<file path="config.mk">
export PLATFORM = sky130hd
export DESIGN_NAME = axi_rd_arbiter
export DESIGN_NICKNAME = d
export VERILOG_FILES = /design/src/rtl/axi_rd_arb_pkg.sv /design/src/rtl/axi_rd_arb_rr.sv /design/src/rtl/axi_rd_arbiter.sv
export SDC_FILE = /design/constraint.sdc
export NUM_CORES = 1
export LEC_CHECK = 0
export ABC_AREA = 1
export BUFFER_PORTS_ARGS = -buffer_cell sky130_fd_sc_hd__buf_2
export CAP_MARGIN = 40
export CORE_AREA = 2 2 497 499
export DETAILED_ROUTE_END_ITERATION = 10
export DIE_AREA = 0 0 499 501
export HOLD_SLACK_MARGIN = 0.02
export PLACE_DENSITY = 0.3
export SYNTH_ARGS = -nofsm -noshare
export SYNTH_HDL_FRONTEND = slang
export SYNTH_SLANG_ARGS = --single-unit
export TNS_END_PERCENT = 50
</file>
<file path="constraint.sdc">
create_clock -name CLK -period 4.7 [get_ports CLK]
set_input_delay 0.705 -clock CLK [delete_from_list [all_inputs] [get_ports CLK]]
set_output_delay 0.705 -clock CLK [all_outputs]
set_load 0.01 [all_outputs]
</file>
<file path="src/rtl/axi_rd_arb_pkg.sv">
// Shared types and helpers for the single-outstanding AXI read arbiter.
package axi_rd_arb_pkg;

  typedef enum logic [1:0] {
    IDLE = 2'd0,
    ADDR = 2'd1,
    DATA = 2'd2
  } arb_state_e;

  localparam logic [1:0] AXI_BURST_INCR = 2'b01;

  // AXI ARSIZE encoding for a full-width beat of dw bits.
  function automatic logic [2:0] axi_size_from_width(input int dw);
    logic [2:0] s;
    s = '0;
    for (int i = 0; i < 8; i++)
      if ((8 << i) == dw) s = 3'(i);
    return s;
  endfunction

endpackage

</file>
<file path="src/rtl/axi_rd_arb_rr.sv">
// Round-robin picker: first set request at or above ptr, wrapping N-1 -> 0.
module axi_rd_arb_rr #(
  parameter int N  = 4,
  parameter int PW = (N > 1) ? $clog2(N) : 1
) (
  input  logic [N-1:0]  req,
  input  logic [PW-1:0] ptr,
  output logic [N-1:0]  gnt
);

  int   idx;
  logic found;

  always_comb begin
    gnt   = '0;
    found = 1'b0;
    idx   = 0;
    for (int k = 0; k < N; k++) begin
      idx = int'(ptr) + k;
      if (idx >= N) idx = idx - N;
      if (!found && req[idx]) begin
        gnt[idx] = 1'b1;
        found    = 1'b1;
      end
    end
  end

endmodule

</file>
<file path="src/rtl/axi_rd_arbiter.sv">
// N-to-1 AXI read arbiter, one burst in flight, combinational R-channel routing.
// Define AXI_RD_ARB_PRIORITY_EN to give requester 0 fixed priority over the rest.
module axi_rd_arbiter
  import axi_rd_arb_pkg::*;
#(
  parameter int C_REQ_COUNT        = 4,
  parameter int C_M_AXI_ADDR_WIDTH = 32,
  parameter int C_M_AXI_DATA_WIDTH = 512
) (
  input  logic                                      CLK,
  input  logic                                      RST,
  input  logic [C_REQ_COUNT*C_M_AXI_ADDR_WIDTH-1:0] REQ_ARADDR,
  input  logic [C_REQ_COUNT*8-1:0]                  REQ_ARLEN,
  input  logic [C_REQ_COUNT-1:0]                    REQ_ARVALID,
  output logic [C_REQ_COUNT-1:0]                    REQ_ARREADY,
  output logic [C_M_AXI_DATA_WIDTH-1:0]             REQ_RDATA,
  output logic [1:0]                                REQ_RRESP,
  output logic                                      REQ_RLAST,
  output logic [C_REQ_COUNT-1:0]                    REQ_RVALID,
  input  logic [C_REQ_COUNT-1:0]                    REQ_RREADY,
  output logic [C_M_AXI_ADDR_WIDTH-1:0]             M_ARADDR,
  output logic [7:0]                                M_ARLEN,
  output logic [2:0]                                M_ARSIZE,
  output logic [1:0]                                M_ARBURST,
  output logic                                      M_ARVALID,
  input  logic                                      M_ARREADY,
  input  logic [C_M_AXI_DATA_WIDTH-1:0]             M_RDATA,
  input  logic [1:0]                                M_RRESP,
  input  logic                                      M_RLAST,
  input  logic                                      M_RVALID,
  output logic                                      M_RREADY,
  output logic [C_REQ_COUNT-1:0]                    GRANT,
  output logic                                      BUSY
);

  localparam int N  = C_REQ_COUNT;
  localparam int AW = C_M_AXI_ADDR_WIDTH;
  localparam int DW = C_M_AXI_DATA_WIDTH;
  localparam int PW = (N > 1) ? $clog2(N) : 1;

  arb_state_e      state_q, state_d;
  logic [PW-1:0]   rr_ptr_q, next_ptr, g_idx;
  logic [N-1:0]    grant_q, win, rr_req, rr_gnt;
  logic [AW-1:0]   araddr_q, sel_addr;
  logic [7:0]      arlen_q, sel_len;
  logic            ar_accept, burst_done, rready_g, in_data;

`ifdef AXI_RD_ARB_PRIORITY_EN
  assign rr_req = {REQ_ARVALID[N-1:1], 1'b0};
  assign win    = REQ_ARVALID[0] ? N'(1) : rr_gnt;
`else
  assign rr_req = REQ_ARVALID;
  assign win    = rr_gnt;
`endif

  axi_rd_arb_rr #(.N(N), .PW(PW)) u_rr (
    .req (rr_req),
    .ptr (rr_ptr_q),
    .gnt (rr_gnt)
  );

  always_comb begin
    sel_addr = '0;
    sel_len  = '0;
    g_idx    = '0;
    for (int i = 0; i < N; i++) begin
      if (win[i]) begin
        sel_addr = REQ_ARADDR[i*AW +: AW];
        sel_len  = REQ_ARLEN[i*8 +: 8];
      end
      if (grant_q[i]) g_idx = PW'(i);
    end
  end

  // Fixed-priority wins by requester 0 leave the pointer alone so 1..N-1 keep their rotation.
  always_comb begin
    next_ptr = (g_idx == PW'(N-1)) ? '0 : g_idx + 1'b1;
`ifdef AXI_RD_ARB_PRIORITY_EN
    if (grant_q[0]) next_ptr = rr_ptr_q;
`endif
  end

  assign rready_g = |(REQ_RREADY & grant_q);
  assign in_data  = (state_q == DATA);

  always_comb begin
    state_d    = state_q;
    ar_accept  = 1'b0;
    burst_done = 1'b0;
    case (state_q)
      IDLE: if (|REQ_ARVALID) begin
        state_d   = ADDR;
        ar_accept = 1'b1;
      end
      ADDR: if (M_ARREADY) state_d = DATA;
      DATA: if (M_RVALID && rready_g && M_RLAST) begin
        state_d    = IDLE;
        burst_done = 1'b1;
      end
      default: state_d = IDLE;
    endcase
  end

  always_ff @(posedge CLK or posedge RST) begin
    if (RST) begin
      state_q  <= IDLE;
      rr_ptr_q <= '0;
      grant_q  <= '0;
      araddr_q <= '0;
      arlen_q  <= '0;
    end else begin
      state_q <= state_d;
      if (ar_accept) begin
        grant_q  <= win;
        araddr_q <= sel_addr;
        arlen_q  <= sel_len;
      end
      if (burst_done) begin
        grant_q  <= '0;
        rr_ptr_q <= next_ptr;
      end
    end
  end

  // Accept pulse is combinational in IDLE, so mask it while reset is held.
  assign REQ_ARREADY = (ar_accept && !RST) ? win : '0;

  assign M_ARADDR  = araddr_q;
  assign M_ARLEN   = arlen_q;
  assign M_ARSIZE  = axi_size_from_width(DW);
  assign M_ARBURST = AXI_BURST_INCR;
  assign M_ARVALID = (state_q == ADDR);

  assign M_RREADY   = in_data & rready_g;
  assign REQ_RVALID = (in_data && M_RVALID) ? grant_q : '0;
  assign REQ_RDATA  = in_data ? M_RDATA : '0;
  assign REQ_RRESP  = in_data ? M_RRESP : 2'b00;
  assign REQ_RLAST  = in_data & M_RLAST;

  assign GRANT = grant_q;
  assign BUSY  = (state_q != IDLE);

endmodule

</file>
==> results of run 1 <==
worst max-delay path: cells and delay by family, from the launching register on:
family	cells	cell delay, ps
buffers and inverters	5	1100
DFF	1	390
and+or+nand+nor	2	600
area by class of cell:
cell class                 instances  area [um^2]  share of cell area (%)
timing repair buffer            1275         6500                    35.8
clock buffer                       5          125                   0.689
tap                             3220         4030                    22.2
sequential                        48         1200                    6.61
inverter                         541         2040                    11.2
clock inverter                     3         90.1                   0.496
multi-input combinational        976         4080                    22.5
antenna                           37         92.6                   0.510
per-layer routing:
metal	wire (um)	global-route usage [%]
met1	61800	13.6
met4	5740	2.27
met5	705	0
met2	93900	26.5
met3	29500	10.2
metrics by stage:
step,utilization [%],setup WS [ps],hold WS (ps),cells,area (um^2)
after floorplan,-,1780,474,1665,7790
after global placement,7.30,1750,497,6060,17900
after detailed placement,7.30,1750,496,6060,17900
after CTS,7.38,1350,513,6068,18100
after global routing,7.40,1230,544,6088,18100
final,7.42,1390,509,6105,18200
layout by cell type, fill, tap and decap left out:
cell and count:
a21oi_1 120, a22o_1 2, a31oi_2 1, buf_12 6
buf_2 1256, buf_4 13, bufinv_16 3, clkbuf_16 5
clkinv_1 1, conb_1 5, dfrtp_1 48, diode_2 37
ha_1 6, inv_1 531, inv_2 7, inv_6 1
inv_8 1, nand2_1 111, nand2_2 3, nand2_4 3
nand3_1 58, nand3_2 4, nand3_4 3, nand4_1 1
nor2_1 648, nor2_4 1, o21ai_0 5, o22ai_1 4
o31ai_1 1
how the worst max path moves through the flow:
stage | start | end | slack, ps | cells past startpoint
floorplan | RST | REQ_ARREADY[0] | 1780 | 3
global placement | state_q[1] | REQ_RDATA[143] | 1750 | 7
detailed placement | state_q[1] | REQ_RDATA[143] | 1750 | 7
CTS | state_q[1] | REQ_RDATA[143] | 1350 | 7
global route | rr_ptr_q[0] | REQ_ARREADY[2] | 1230 | 12
finish | state_q[1] | REQ_RDATA[143] | 1390 | 7
cells by family after synthesis:
| kind of cell | share of synthesized area, % |
|---|---|
| buf+inv | 32.3 |
| fa+ha+maj | 0.964 |
| flops | 15.4 |
| simple gates | 42.3 |
| other cells | 0.0965 |
| compound gates | 8.84 |
report_power, final:
part	leakage [nW]	internal, mW	switching, mW
logic	10.8	2.00	5.54
registers	0.562	0.640	0.156
clock network	0.104	0.361	0.230
total	11.5	3.01	5.92
state kept, by name, indices dropped and copies added, names as in the netlist:
name / count
M_ARADDR: 32
GRANT: 4
rr_ptr_q: 2
state_q: 2
M_ARLEN: 8
==> flow_metrics.env, run 1 <==
export IMPL_slew_headroom_pct=52.0
export IMPL_drv_slew=0
export IMPL_cap_violations=0
export IMPL_first_iter_violations=789
export IMPL_r2r_start="rr_ptr_q[0]"
export IMPL_yosysTopAreaCell="nor2_1"
export IMPL_cts_path_max_buffers=2
export IMPL_worstHoldEndpoint="state_q[0]"
export IMPL_netlist_instances=1662
export IMPL_dp_hpwl_um=182000
export IMPL_ff2ff_path_depth=14
export IMPL_fin_worst_skew_ps=19.0
export IMPL_clockRootBuffer="clkbuf_16"
export IMPL_firstDrtPassIters=5
export IMPL_synth_edff_count=0
export IMPL_avgSynthCellArea_um2=4.68
export IMPL_min_delay_start="state_q[1]"
export IMPL_hold_viol_final=0
export IMPL_grt_pass1_wl_um=224000
export IMPL_io_buffer_count=1256
export IMPL_synth_top_area_share_pct=31.2
export IMPL_drtAntennaViolNets=0
export IMPL_routed_wirelength_um=192000
export IMPL_finalPower_mw=8.93
export IMPL_core_um2=245000
export IMPL_viasPerCell=2.66
export IMPL_cts_htree_levels=2
export IMPL_synth_top_cells_by_count="nor2_1, inv_1, a21oi_1"
export IMPL_post_route_drc_count=0
export IMPL_crit_slowest_cell="dfrtp_1"
export IMPL_period_minus_slack_ps=3310
export IMPL_cts_setup_buffers=0
export IMPL_antenna_found_initial=280
export IMPL_status="complete, no violations"
export IMPL_p_leak_nw=11.5
export IMPL_cp_end_kind="primary output"
export IMPL_synth_ff_type="dfrtp_1"
export IMPL_power_density_nw_per_um2=491
export IMPL_clk_pin_slew_ps=90
export IMPL_cts_resized_gates=0
export IMPL_initial_core_util_pct=3.18
export IMPL_ys_ff_latch=48
export IMPL_critPathMaxStageDelay_ps=390
export IMPL_dieArea_um2=250000
export IMPL_synth_cell_types=27
export IMPL_critPathArrivalTime_ps=2600
export IMPL_grt_overflow=0
export IMPL_yosys_warnings=0
export IMPL_place_congestion=0.887
export IMPL_yosysSeqAreaShare_pct=15.4
export IMPL_worst_slew_pin_slew_ps=720
export IMPL_cts_tree="yes"
export IMPL_die_y_um=501
export IMPL_crit_required_ps=3990
export IMPL_holdBufCountCts=0
export IMPL_grt_pass1_vias=16000
export IMPL_r2r_end="M_ARADDR[31]"
export IMPL_worstPathCellList="inv_1 > nor2_1 > inv_8 > buf_12 > buf_12 > nor2_1 > buf_2"
export IMPL_grt_setup_unrepaired="no"
export IMPL_pin_count=1262
export IMPL_grtUsageTotal_pct=14.6
export IMPL_start_kind="register"
export IMPL_cts_buffers=5
export IMPL_post_route_period_util_pct=70.3
export IMPL_clkSinkCount=48
export IMPL_syn_to_final_growth_pct=133
export IMPL_synth_area_um2=7780
export IMPL_regToRegSetupSlack_ps=1790
export IMPL_wl_per_cell_um=31.4
export IMPL_num_rows=182
export IMPL_path_class="reg2out"
export IMPL_hold_path_depth=1
export IMPL_nNetsFinal=3540
export IMPL_fill_cells=29500
export IMPL_setup_violations=0
export IMPL_ir_worst_vdd_v=0.000791
export IMPL_cp_max_fo=82
export IMPL_grt_max_degree=88
export IMPL_min_path_type="reg2reg"
export IMPL_max_freq_mhz=302
export IMPL_synthMostInstantiatedCell="nor2_1"
export IMPL_die_w_um=499
export IMPL_drive_gt1_share_pct=45.9
export IMPL_via_count=16200
export IMPL_clkLatencyLatePin_ps=340
export IMPL_async_flop_share_pct=100
export IMPL_fin_setup_tns_ps=0
export IMPL_synthTopCellsByArea="nor2_1, inv_1, dfrtp_1, a21oi_1, nand2_1"
No activity file was read; power rests on OpenSTA's default activity.
==> inputs of run 2 (changes only) <==
--- a/config.mk
+++ b/config.mk
@@ -8,9 +8,9 @@
 export ABC_AREA = 1
 export BUFFER_PORTS_ARGS = -buffer_cell sky130_fd_sc_hd__buf_2
 export CAP_MARGIN = 40
-export CORE_AREA = 2 2 497 499
+export CORE_AREA = 2 2 490 492
 export DETAILED_ROUTE_END_ITERATION = 10
-export DIE_AREA = 0 0 499 501
+export DIE_AREA = 0 0 492 494
 export HOLD_SLACK_MARGIN = 0.02
 export PLACE_DENSITY = 0.3
 export SYNTH_ARGS = -nofsm -noshare
==> constraint.sdc (replaced) <==
create_clock -name CLK -period 2.93 [get_ports CLK]
set_input_delay 0.4395 -clock CLK [delete_from_list [all_inputs] [get_ports CLK]]
set_output_delay 0.4395 -clock CLK [all_outputs]
set_load 0.01 [all_outputs]
==> run 2 against run 1 <==
  * Total power rose by 59%
  * Global-route usage fell by 0.19 points
  * Worst hold slack got worse by 210 ps
==> flow_metrics.env, run 2 (synthesized netlist as in run 1, its figures left out) <==
export IMPL_placed_area_um2=18000
export IMPL_power_density_nw_per_um2=778
export IMPL_cts_path_max_buffers=2
export IMPL_p_sw_share_pct=65.2
export IMPL_post_route_period_util_pct=93.5
export IMPL_cts_resized_gates=0
export IMPL_start_kind="register"
export IMPL_cap_violations=0
export IMPL_fin_area_um2=18300
export IMPL_regArea_um2=1200
export IMPL_stdcell_count=6079
export IMPL_status="complete, no violations"
export IMPL_finalHoldWorstSlack_ps=297
export IMPL_num_rows=179
export IMPL_crit_required_ps=2490
export IMPL_holdBufCountCts=0
export IMPL_layout_commonest_cell="buf_2"
export IMPL_grt_setup_unrepaired="no"
export IMPL_clkLatencyLatePin_ps=330
export IMPL_fin_util_pct=7.71
export IMPL_wl_per_cell_um=30.4
export IMPL_drive_gt1_share_pct=46.4
export IMPL_final_cell_mix="buf_2, nor2_1, inv_1, a21oi_1, nand2_1"
export IMPL_ir_worst_vdd_v=0.000489
export IMPL_critPathArrivalTime_ps=2300
export IMPL_io_buffer_count=1256
export IMPL_syn_to_final_growth_pct=135
export IMPL_initial_core_util_pct=3.28
export IMPL_seqPwrFrac_pct=8.9
export IMPL_die_w_um=492
export IMPL_nNetsFinal=3563
export IMPL_post_route_drc_count=0
export IMPL_grt_pass1_vias=15600
export IMPL_firstDrtPassIters=6
export IMPL_fill_cells=28800
export IMPL_pin_count=1262
export IMPL_min_path_type="in2reg"
export IMPL_cts_htree_levels=2
export IMPL_cts_tree="yes"
export IMPL_worst_slew_pin_slew_ps=690
export IMPL_netSwitchingPower_mw=9.29
export IMPL_crit_slowest_cell="dfrtp_1"
export IMPL_path_class="reg2out"
export IMPL_worstPathCellList="inv_6 > ha_4 > inv_1 > nand3_1 > nand2_1 > nand2_4 > nor2_4 > nand2_1 > nand3_2 > inv_2 > buf_4 > nor2_1 > buf_2"
export IMPL_viasPerCell=2.61
export IMPL_antenna_found_initial=234
export IMPL_place_congestion=0.993
export IMPL_setup_violations=0
export IMPL_fin_worst_skew_ps=18.5
export IMPL_cts_setup_buffers=0
export IMPL_grtUsageTotal_pct=14.5
export IMPL_dp_cells=6030
export IMPL_die_y_um=494
export IMPL_grt_pass1_wl_um=216000
export IMPL_cp_end_kind="primary output"
export IMPL_pre_cts_slack_ps=316
export IMPL_intPower_mw=4.95
export IMPL_clockRootBuffer="clkbuf_16"
export IMPL_hold_viol_final=0
export IMPL_finalPower_mw=14.2
export IMPL_max_freq_mhz=365
export IMPL_fin_setup_tns_ps=0
export IMPL_drtAntennaViolNets=0
export IMPL_dp_hpwl_um=175000
export IMPL_drv_slew=0
export IMPL_slew_headroom_pct=54.0
export IMPL_p_leak_nw=11.6
export IMPL_clkSinkCount=48
export IMPL_multiInputGateArea_um2=4090
export IMPL_crit_top_cell="nand2_1"
export IMPL_combPwrFrac_pct=85.7
export IMPL_fin_ws_ps=191
export IMPL_core_um2=237000
export IMPL_clk_pin_slew_ps=90
export IMPL_power_frac_clock_pct=5.4
export IMPL_via_count=15900
export IMPL_cp_max_fo=16
export IMPL_critPathMaxStageDelay_ps=430
export IMPL_grt_max_degree=83
export IMPL_period_minus_slack_ps=2740
export IMPL_dieArea_um2=243000
export IMPL_cts_buffers=5
export IMPL_first_iter_violations=821
export IMPL_grt_overflow=0
export IMPL_largest_reg_flops=32
export IMPL_routed_wirelength_um=185000
run 2: cell count changes in the layout (fill, tap and decap cells not counted), sizes merged:
cell / previous run / this run
bufinv: 3 / 1
diode: 37 / 41
clkinv: 1 / 3
buf: 1275 / 1298
run 2: cell type report:
class / count / share of cell area [%]
Antenna cell: 41 / 0.561
Clock buffer: 5 / 0.684
Clock inverter: 3 / 0.260
Inverter: 541 / 11.2
Multi-Input combinational cell: 976 / 22.4
Sequential cell: 48 / 6.57
Tap cell: 3167 / 21.7
Timing Repair Buffer: 1298 / 36.7
run 2: per-layer routing:
layer	global-route usage [%]	wire, um	vias up	part of all wire, %
met3	9.20	26100	473	14
met4	2.72	5720	68	3.1
met1	13.0	57800	7151	31
li1	-	-	7026	-
met5	0	437	-	0.24
met2	27.1	94500	1174	51
run 2: final timing paths:
path | startpoint | endpoint | slack, ps | cells after the start
worst max register to register | rr_ptr_q[0] | M_ARADDR[7] | 350 | 14
min in group asynchronous | RST | M_ARADDR[28] | 310 | 3
max in group asynchronous | RST | state_q[0] | 2120 | 4
worst min-delay path | M_ARREADY | state_q[0] | 300 | 2
worst min register to register | state_q[1] | state_q[0] | 510 | 1
worst max-delay path | rr_ptr_q[0] | REQ_ARREADY[1] | 190 | 13
run 2: power by group through the flow:
stage	Combinational, mW	Sequential, mW	Clock (mW)
floorplan	5.58	1.37	0
global placement	12.5	1.28	0
detailed placement	12.5	1.29	0
CTS	12.5	1.28	0.826
global route	13.4	1.30	0.834
finish	12.2	1.27	0.771
run 2: critical path, delay by kind of cell, from the launching register on:
family / cells / cell delay, ps
buffers and inverters: 5 / 600
flip-flops: 1 / 430
AND/OR/NAND/NOR: 7 / 700
adder cells (fa/ha/maj): 1 / 210
==> inputs of run 3 (changes only) <==
--- a/config.mk
+++ b/config.mk
@@ -15,5 +15,6 @@
 export PLACE_DENSITY = 0.3
 export SYNTH_ARGS = -nofsm -noshare
 export SYNTH_HDL_FRONTEND = slang
+export SYNTH_HIERARCHICAL = 1
 export SYNTH_SLANG_ARGS = --single-unit
 export TNS_END_PERCENT = 50
==> run 3 against run 2 <==
  * Register-to-register slack got worse by 30 ps
  * Sequential power is 5% lower
  * Synthesized cell count grew 6.7%
  * Critical endpoint unchanged
  * Largest cell class unchanged
  * Sequential share of layout area is 0.10 points lower
  * Critical path type unchanged
==> flow_metrics.env, run 3 <==
export IMPL_first_iter_violations=947
export IMPL_crit_required_ps=2490
export IMPL_grt_overflow=0
export IMPL_r2r_end="M_ARADDR[9]"
export IMPL_yosysTopAreaCell="nor2_1"
export IMPL_post_route_drc_count=0
export IMPL_async_flop_share_pct=100
export IMPL_grtUsageTotal_pct=13.6
export IMPL_grt_pass1_wl_um=206000
export IMPL_finalPower_mw=13.5
export IMPL_num_rows=179
export IMPL_synth_area_um2=8080
export IMPL_synthTopCellsByArea="nor2_1, inv_1, dfrtp_1, nand2_1, nand3_1"
export IMPL_cp_max_fo=4
export IMPL_clockRootBuffer="clkbuf_16"
export IMPL_fin_setup_tns_ps=0
export IMPL_cts_setup_buffers=0
export IMPL_power_density_nw_per_um2=729
export IMPL_clk_pin_slew_ps=80
export IMPL_pin_count=1262
export IMPL_yosysSeqAreaShare_pct=14.9
export IMPL_routed_wirelength_um=173000
export IMPL_core_um2=237000
export IMPL_synthMostInstantiatedCell="nor2_1"
export IMPL_dp_hpwl_um=164000
export IMPL_cap_violations=0
export IMPL_synth_top_cells_by_count="nor2_1, inv_1, nand2_1"
export IMPL_netlist_instances=1773
export IMPL_grt_pass1_vias=16400
export IMPL_hold_viol_final=0
export IMPL_synth_top_area_share_pct=32.0
export IMPL_critPathArrivalTime_ps=2290
export IMPL_setup_violations=0
export IMPL_die_y_um=494
export IMPL_max_freq_mhz=367
export IMPL_yosys_warnings=6
export IMPL_wl_per_cell_um=28.0
export IMPL_die_w_um=492
export IMPL_synth_edff_count=0
export IMPL_regToRegSetupSlack_ps=320
export IMPL_ys_ff_latch=48
export IMPL_ir_worst_vdd_v=0.000713
export IMPL_viasPerCell=2.68
export IMPL_dp_cells=6127
export IMPL_regArea_um2=1200
export IMPL_cts_htree_levels=2
export IMPL_avgSynthCellArea_um2=4.56
export IMPL_multiInputGateArea_um2=4430
export IMPL_grt_max_degree=96
export IMPL_cp_end_kind="primary output"
export IMPL_antenna_found_initial=285
export IMPL_synth_cell_types=20
export IMPL_clkSinkCount=48
export IMPL_nNetsFinal=3662
export IMPL_drtAntennaViolNets=0
export IMPL_stdcell_count=6177
export IMPL_period_minus_slack_ps=2730
export IMPL_holdBufCountCts=0
export IMPL_worst_slew_pin_slew_ps=599
export IMPL_status="complete, no violations"
export IMPL_final_cell_mix="buf_2, nor2_1, inv_1, nand2_1, nand3_1"
export IMPL_clkLatencyLatePin_ps=330
export IMPL_fill_cells=28700
export IMPL_largest_reg_flops=32
export IMPL_io_buffer_count=1256
export IMPL_grt_setup_unrepaired="yes"
export IMPL_finalHoldWorstSlack_ps=221
export IMPL_initial_core_util_pct=3.41
export IMPL_via_count=16600
export IMPL_p_leak_nw=12.0
export IMPL_layout_commonest_cell="buf_2"
export IMPL_slew_headroom_pct=60.0
export IMPL_ff2ff_path_depth=14
export IMPL_r2r_start="rr_ptr_q[0]"
export IMPL_path_class="reg2out"
export IMPL_place_congestion=0.840
export IMPL_drive_gt1_share_pct=44.6
export IMPL_cts_path_max_buffers=2
export IMPL_dieArea_um2=243000
export IMPL_start_kind="register"
export IMPL_drv_slew=0
export IMPL_min_path_type="in2async"
export IMPL_cts_buffers=5
export IMPL_synth_ff_type="dfrtp_1"
export IMPL_syn_to_final_growth_pct=130
export IMPL_post_route_period_util_pct=93.1
export IMPL_fin_worst_skew_ps=9.46
export IMPL_fin_util_pct=7.83
export IMPL_cts_tree="yes"
export IMPL_firstDrtPassIters=5
## run 3: worst max-delay path by stage
stage           startpoint        endpoint  slack, ps  cells past startpoint
2_1_floorplan  rr_ptr_q[0]  REQ_ARREADY[1]        120                     13
3_3_place_gp   rr_ptr_q[0]    M_ARADDR[21]        240                     15
3_5_place_dp   rr_ptr_q[0]    M_ARADDR[21]        260                     16
4_1_cts        rr_ptr_q[0]  REQ_ARREADY[2]         60                     12
5_1_grt        rr_ptr_q[0]  REQ_ARREADY[2]        -30                     12
6_report       rr_ptr_q[0]  REQ_ARREADY[1]        200                     12
## run 3: timing repair
| item | in CTS | in global routing |
|---|---|---|
| pin swaps | 0 | 0 |
| setup endpoints to repair | 4 | 4 |
| cloned | 0 | 0 |
| gates resized for setup | 5 | 6 |
## run 3: critical path, stage by stage, from the launching register on
cell	delay [ps]
dfrtp_1	360
inv_2	50
ha_1	330
inv_1	110
nand3_1	80
nand2_1	120
nand2_4	70
nor2_4	130
nand2_1	100
nand3_4	90
nand3_2	160
nor2_1	170
buf_4	190
## run 3: cell type report
| cell class | instances | share of cell area [%] |
|---|---|---|
| timing repair buffer | 1289 | 36.0 |
| inverter | 545 | 11.0 |
| multi-input combinational | 1078 | 23.8 |
| clock inverter | 3 | 0.121 |
| antenna | 42 | 0.566 |
| clock buffer | 5 | 0.673 |
| tap | 3167 | 21.3 |
| sequential | 48 | 6.46 |
## run 3: cells by family after synthesis
kind of cell | count (synthesis) | share of synthesized area [%]
AND/OR/NAND/NOR | 1061 | 52.3
other | 2 | 0.0929
AO/OA/AOI/OAI | 4 | 0.279
flip-flops | 48 | 14.9
adder cells (fa/ha/maj) | 8 | 1.24
buffers and inverters | 650 | 31.2
## run 3: report_power, final
part	internal [mW]	switching (mW)	leakage [nW]	total (mW)
sequential	0.975	0.230	0.612	1.21
combinational	3.28	8.38	11.3	11.7
clock	0.323	0.358	0.0744	0.681
## run 3: per-stage QoR
stage | setup WS (ps) | cell area, um^2
after floorplan | 125 | 8100
after global placement | 236 | 18300
after detailed placement | 260 | 18300
after CTS | 55.5 | 18500
after global routing | -29.5 | 18500
final | 202 | 18600
## run 3: layer usage
| layer | vias to the layer above | track usage (%) | part of all wire, % |
|---|---|---|---|
| li1 | 7284 | - | - |
| met1 | 7470 | 13.9 | 34 |
| met2 | 1301 | 23.1 | 46 |
| met3 | 443 | 9.71 | 17 |
| met4 | 58 | 1.58 | 2.1 |
| met5 | - | 0 | 0.24 |
